### config.mk
export PLATFORM = sky130hd
export DESIGN_NAME = coeff_distribute
export DESIGN_NICKNAME = d
export VERILOG_FILES = /design/src/rtl/coeff_distribute.sv
export SDC_FILE = /design/constraint.sdc
export NUM_CORES = 1
export LEC_CHECK = 0
export CAP_MARGIN = 20
export CORE_MARGIN = 4
export CORE_UTILIZATION = 51
export CTS_BUF_LIST = sky130_fd_sc_hd__clkbuf_16
export CTS_CLUSTER_DIAMETER = 100
export CTS_CLUSTER_SIZE = 12
export DETAILED_ROUTE_END_ITERATION = 8
export PLACE_DENSITY = 0.81
export SLEW_MARGIN = 20
export SYNTH_ARGS = -nofsm -noshare
export SYNTH_HDL_FRONTEND = slang
export SYNTH_SLANG_ARGS = --single-unit
### constraint.sdc
create_clock -name clk -period 2.6 [get_ports clk]
set_clock_uncertainty 0.2 [all_clocks]
set_input_delay 0.39 -clock clk [delete_from_list [all_inputs] [get_ports clk]]
set_output_delay 0.39 -clock clk [all_outputs]
set_load 0.01 [all_outputs]
### src/rtl/coeff_distribute.sv
// ---------------------------------------------------------------------------
// coeff_distribute
//   Parallel-to-serial coefficient streamer. It accepts one frame of NCOEF
//   coefficients over a valid/ready handshake and then emits them one per
//   beat on a valid/ready stream, index 0 first. The final beat of a frame
//   is flagged with o_last.
//
//   Optional feature (macro COEFF_DISTRIBUTE_CHECKSUM_EN):
//     After coefficient NCOEF-1, one extra beat is sent. It carries the
//     modulo-2^CW sum of all coefficients, uses index 0, and is the only
//     beat of the frame with o_last set.
//
// Ports:
//   clk       in   rising-edge clock
//   rst       in   asynchronous, active-low reset
//   i_valid   in   parallel frame valid
//   i_ready   out  frame can be accepted (decoded from state only)
//   i_coeffs  in   frame; coefficient k at bits [k*CW +: CW]
//   o_valid   out  output beat valid (registered)
//   o_ready   in   downstream accepts the current beat
//   o_coeff   out  current coefficient (registered)
//   o_idx     out  index of the current coefficient (registered)
//   o_last    out  final beat of the frame (registered)
// ---------------------------------------------------------------------------
module coeff_distribute #(
  parameter  int unsigned CW    = 8,
  parameter  int unsigned NCOEF = 8,
  localparam int unsigned IW    = $clog2(NCOEF)
) (
  input  logic                  clk,
  input  logic                  rst,
  input  logic                  i_valid,
  output logic                  i_ready,
  input  logic [NCOEF*CW-1:0]   i_coeffs,
  output logic                  o_valid,
  input  logic                  o_ready,
  output logic [CW-1:0]         o_coeff,
  output logic [IW-1:0]         o_idx,
  output logic                  o_last
);

  localparam logic S_IDLE = 1'b0;
  localparam logic S_SEND = 1'b1;

  localparam logic [IW-1:0] LAST_IDX = IW'(NCOEF - 1);

  logic                r_state;
  logic [NCOEF*CW-1:0] r_frame;
  logic                r_valid;
  logic [CW-1:0]       r_coeff;
  logic [IW-1:0]       r_idx;
  logic                r_last;

  logic [CW-1:0]       w_coef [NCOEF];
  logic [IW-1:0]       w_idx_nxt;
  logic                w_beat;

`ifdef COEFF_DISTRIBUTE_CHECKSUM_EN
  logic [CW-1:0]       r_sum;
  logic [CW-1:0]       w_sum;

  // Checksum is taken from the incoming word at latch time, so it is
  // already stable long before its beat comes up.
  always_comb begin
    w_sum = '0;
    for (int unsigned k = 0; k < NCOEF; k++) begin
      w_sum = w_sum + i_coeffs[k*CW +: CW];
    end
  end
`endif

  always_comb begin
    for (int unsigned k = 0; k < NCOEF; k++) begin
      w_coef[k] = r_frame[k*CW +: CW];
    end
  end

  assign w_idx_nxt = r_idx + IW'(1);
  assign w_beat    = r_valid && o_ready;

  assign i_ready = (r_state == S_IDLE);
  assign o_valid = r_valid;
  assign o_coeff = r_coeff;
  assign o_idx   = r_idx;
  assign o_last  = r_last;

  // Output registers are loaded one beat ahead. The next coefficient is
  // fetched from the frame register as the current beat transfers, which
  // keeps every output registered while sustaining one beat per cycle.
  always_ff @(posedge clk or negedge rst) begin
    if (!rst) begin
      r_state <= S_IDLE;
      r_frame <= '0;
      r_valid <= 1'b0;
      r_coeff <= '0;
      r_idx   <= '0;
      r_last  <= 1'b0;
`ifdef COEFF_DISTRIBUTE_CHECKSUM_EN
      r_sum   <= '0;
`endif
    end else begin
      case (r_state)
        S_IDLE: begin
          if (i_valid) begin
            r_frame <= i_coeffs;
            r_state <= S_SEND;
            r_valid <= 1'b1;
            r_coeff <= i_coeffs[CW-1:0];
            r_idx   <= '0;
            r_last  <= 1'b0;
`ifdef COEFF_DISTRIBUTE_CHECKSUM_EN
            r_sum   <= w_sum;
`endif
          end
        end
        S_SEND: begin
          if (w_beat) begin
            if (r_last) begin
              r_state <= S_IDLE;
              r_valid <= 1'b0;
              r_coeff <= '0;
              r_idx   <= '0;
              r_last  <= 1'b0;
`ifdef COEFF_DISTRIBUTE_CHECKSUM_EN
            end else if (r_idx == LAST_IDX) begin
              r_coeff <= r_sum;
              r_idx   <= '0;
              r_last  <= 1'b1;
            end else begin
              r_coeff <= w_coef[w_idx_nxt];
              r_idx   <= w_idx_nxt;
              r_last  <= 1'b0;
            end
`else
            end else begin
              r_coeff <= w_coef[w_idx_nxt];
              r_idx   <= w_idx_nxt;
              r_last  <= (w_idx_nxt == LAST_IDX);
            end
`endif
          end
        end
        default: begin
          r_state <= S_IDLE;
          r_valid <= 1'b0;
        end
      endcase
    end
  end

endmodule

# --- After elaboration in Yosys (flattened, before gate mapping) ---
# Index checks and enable logic that the tools add are counted.
classes:
  add_sub_neg: 1
  multipliers: 0
  div: 0
  n_lt_le_gt_ge: 1
  eq_ne: 4
  shift: 0
  muxes: 23
  bitwise: 2
  reduce_logical: 4
ops:
  columns: ["op", "count"]
  rows:
  - ["$mux 8", 5]
  - ["$bmux 8 s3", 1]
  - ["$pmux 8 s2", 1]
  - ["$mux 1", 9]
  - ["$mux 3", 3]
  - ["$pmux 1 s2", 3]
  - ["$pmux 3 s2", 1]
  - ["$ge 4x4->1 const B", 1]
  - ["$ne 2x1->1 const B", 2]
  - ["$not 3->4", 1]
  - ["$reduce_and 2->1", 2]
  - ["$add 3x1->3 const B", 1]
  - ["$eq 3x3->1 const B", 1]
  - ["$reduce_and 3->1", 1]
  - ["$ne 2x2->1 const B", 1]
  - ["$logic_and 1x1->1", 1]
  - ["$not 1->1", 1]
word_totals:
  register_bits: 78
  latch_bits: 0
  mem_bits_rw: 0
  mem_bits_ro: 0
  in_bits: 68
  mem_count: 0

# --- Depth between registers and ports, before layout ---
logic_depth:
  ltp_word: 8
  mapped_depth: 9
  depth_no_buf: 5

# --- Worst setup path after synthesis ---
# OpenSTA, ideal clock, no wires.
synth_timing:
  path_type: "reg-to-reg"
  startpoint: "register r_idx[0], in the netlist o_idx[0]"
  endpoint: "register r_coeff[6], in the netlist o_coeff[6]"
  t_arrival_ns: 1.934
  required_ns: 2.268
  path_slack_ns: 0.334
  path_stages_with_launch: 10
  n_path_buf: 4
  path_cell_list: "dfrtp_1 buf_6 buf_12 inv_1 ha_1 buf_4 buf_2 mux4_1 a22oi_2 o221ai_2"
synth_via:
  elab_chain_cells: 8
synth_lines:
  columns: ["item", "line_no", "text"]
  rows:
  - ["start: declaration", "51", "logic [IW-1:0] r_idx;"]
  - ["start signal: assignment", "137", "r_idx <= w_idx_nxt;"]
  - ["$add 3x1->3", "78", "assign w_idx_nxt = r_idx + IW'(1);"]
  - ["$not 3->4 (not written as such)", "136", "r_coeff <= w_coef[w_idx_nxt];"]
  - ["$bmux 8 s3", "136", null]
  - ["$mux 8 (not written as such) (2 in series)", "136", null]
  - ["$mux 8", "118", "if (r_last) begin"]
  - ["$mux 8", "117", "if (w_beat) begin"]
  - ["$pmux 8 s2", "102", "case (r_state)"]
  - ["end signal: assignment", "108", "r_coeff <= i_coeffs[CW-1:0];"]
  - ["end signal: assignment", "136", null]
  - ["end: declaration", "50", "logic [CW-1:0] r_coeff;"]
# No other way between the ends. The select of a mux whose other input is x is not followed.
# A chain may end at the register's enable or synchronous reset.

# --- Worst setup path in the final report ---
layout_timing:
  startpoint: "register r_idx[0], in the netlist o_idx[0]"
  endpoint: "output o_idx[0]"
layout_rtl:
  columns: ["item", "line_no", "text"]
  rows:
  - ["end: declaration", "38", "output logic [IW-1:0] o_idx,"]
# No word-level cell between the ends.

==> reports/metrics.yaml <==
grt:
  top_usage_layer: "met2"
  grt_use_met3_pct: 3.862
  grt_use_met2_pct: 34.66
  grt_antenna_before_repair: 0
  grt_pass1_vias: 2592
  grt_max_degree: 45
  grt_pass1_wl_mm: 12.89
  use_met1_pct: 23.49
  grt.total_usage_pct: 19.47
  overflow: 0
place:
  dp_hpwl_mm: 5.806
  placed_cells: 414
  portBuffers: 81
  routabilityCongestion: 0.8331
setup_path:
  critical_path.max_fanout: 9
  crit_start: "o_idx[0]"
  r2r-end: "o_coeff[5]"
  worstPathArrival_ns: 1.73
  crit_type: "flip-flop to primary output"
  critPathLaunchType: "flip-flop"
  worstPathRequired_ns: 2.01
  worstRegToRegCells: 5
  rrSetupSlack_ns: 0.39
  cp-end-kind: "primary output"
  r2r_start: "o_idx[0]"
  critPathCapture: "o_idx[0]"
detailed_routing:
  wl_per_cell_um: 18.15
  drt_iter0_markers: 129
  ant_nets: 0
  drcViolationCount: 0
  firstDrtPassIters: 4
  vias: 2411
  via_per_inst: 5.594
  wirelength_mm: 7.822
cells_and_area:
  diodes: 0
  final_cell_mix: "clkdlybuf4s50_1 (80), dfrtp_1 (78), mux2_1 (64)"
  final_cell_count_no_fill: 431
  final_common_cell: "clkdlybuf4s50_1"
  syn2layout_area_growth_pct: 33.02
  nFillCells: 462
  fin_nets: 400
  drive_gt1_share_pct: 16.42
sta:
  worst_pin_slew_ns: 0.5721
  finalSetupViolCount: 0
  maxSlewViolCount: 0
  rsz0062_at_grt: "no"
  fin_tns_setup_ns: 0
  period_share_pct: 89.08
  timing_hold_violations_final: 0
  clock.fmax_mhz: 431.8
  relSlewSlack_pct: 61.82
  period_needed_ns: 2.316
yosys:
  synth_edf_count: 0
  ys_async_sr_fraction_pct: 100.0
  ys_warn_count: 0
  synth_area_um2: 3721
  synth_seq_area_share_pct: 52.45
  synth-seq-cells: 78
  syn_area_per_cell_um2: 15.50
  synth_nets: 310
  synthCells: 240
  ys_types: 32
  synth_ff_type: "dfrtp_1"
min_path:
  hold_start: "r_frame[20]"
  hp-class: "flip-flop to flip-flop"
power:
  leakage_uw: 0.002059
  cellPowerDensity_nw_per_um2: 1088
  irDropWorstVdd_mv: 0.5590
  power_uw: 5384
clock_network:
  htree_levels: 3
  clk_pin_slew_ns: 0.06
  clk_latency_ns: 0.33
  root_buffer: "clkbuf_16"
  cts_setup_buffers: 0
  cts_resized: 0
  cts_made_buffers: 9
  ctsLongestPathBuffers: 2
  tritoncts: "yes"
  hold_buffers: 1
  clock_sinks: 78
outcome:
  outcome: "finished clean"
die:
  core_area_um2: 6944
  die_w_um: 93.42
  fp-row-count: 30
  dieArea_um2: 8726
  io_pins: 82
  initial_core_util_pct: 53.59
  die_height_um: 93.42
job:
  maxCapViolCount: 0
## per-stage QoR
| step | worst slack (ns) | instance area (µm²) | hold WS [ns] | utilization, % |
|---|---|---|---|---|
| 2_1_floorplan | 0.3343 | 3721 | -0.1056 | - |
| 3_3_place_gp | 0.4549 | 4649 | 0.1749 | 66.96 |
| 3_5_place_dp | 0.4299 | 4649 | 0.1679 | 66.96 |
| 4_1_cts | 0.2733 | 4950 | 0.2813 | 71.28 |
| 5_1_grt | 0.2240 | 4950 | 0.2857 | 71.28 |
| 6_report | 0.2840 | 4950 | 0.2760 | 71.28 |
## power breakdown
part           leakage [µW]  switching [µW]  total (µW)  internal (µW)
combinational       0.00101             841        2050           1210
clock              0.000133             470        1200            734
sequential         0.000913             350        2130           1780
## cell usage after synthesis (all sizes together) (2+ instances only)
master,n,area [µm²]
nor3,2,10.01
mux4,16,390.4
ha,2,25.02
a21oi,2,10.01
o221ai,8,113.9
inv,2,7.500
buf,14,106.4
a21o,2,15.01
nor2,10,40.04
a22oi,8,100.1
dfrtp,78,1952
nand3,9,45.04
mux2i,8,80.08
o21ai,2,10.01
nand2,4,15.01
mux2,64,720.7
## layer usage
layer	wire, µm	part of all wire (%)
met1	3094	40
met2	4256	54
met3	360	4.6
met4	110	1.4
met5	0	0
## layout make-up
cell class,instances,area [µm²],area share (%)
multi-input combinational,145,1659,33.52
clock buffer,9,225.2,4.550
sequential,78,1952,39.43
clock inverter,7,65.06,1.314
timing repair buffer,94,920.9,18.60
inverter,2,7.507,0.1517
tap,96,120.1,2.427
## flip-flops by register name, summed over array words and instances, names as in the netlist
register  flops
o_coeff       8
o_last        1
o_valid       1
r_state       1
o_idx         3
r_frame      64
## how the worst min path moves through the flow
stage	end	slack, ns	depth (start not counted)
final	r_frame[20]	0.28	1
after global routing	r_frame[20]	0.29	1
after floorplan	o_coeff[0]	-0.11	0
after detailed placement	r_frame[40]	0.17	1
after global placement	r_frame[40]	0.17	1
after CTS	r_frame[20]	0.28	1
## worst max-delay path: stages (launching register included)
cell             delay [ns]
dfrtp_1                0.57
buf_4                  0.27
clkdlybuf4s50_1        0.56
## cells by family after synthesis
group                      synth area share [%]
adders and majority gates                0.6724
DFF                                       52.45
muxes                                     32.01
xor gates and xnor gates                 0.4372
and+or+nand+nor                           3.968
AOI/OAI and AO/OA                         7.297
buffers and inverters                     3.160
No activity file was read; power rests on OpenSTA's default activity.
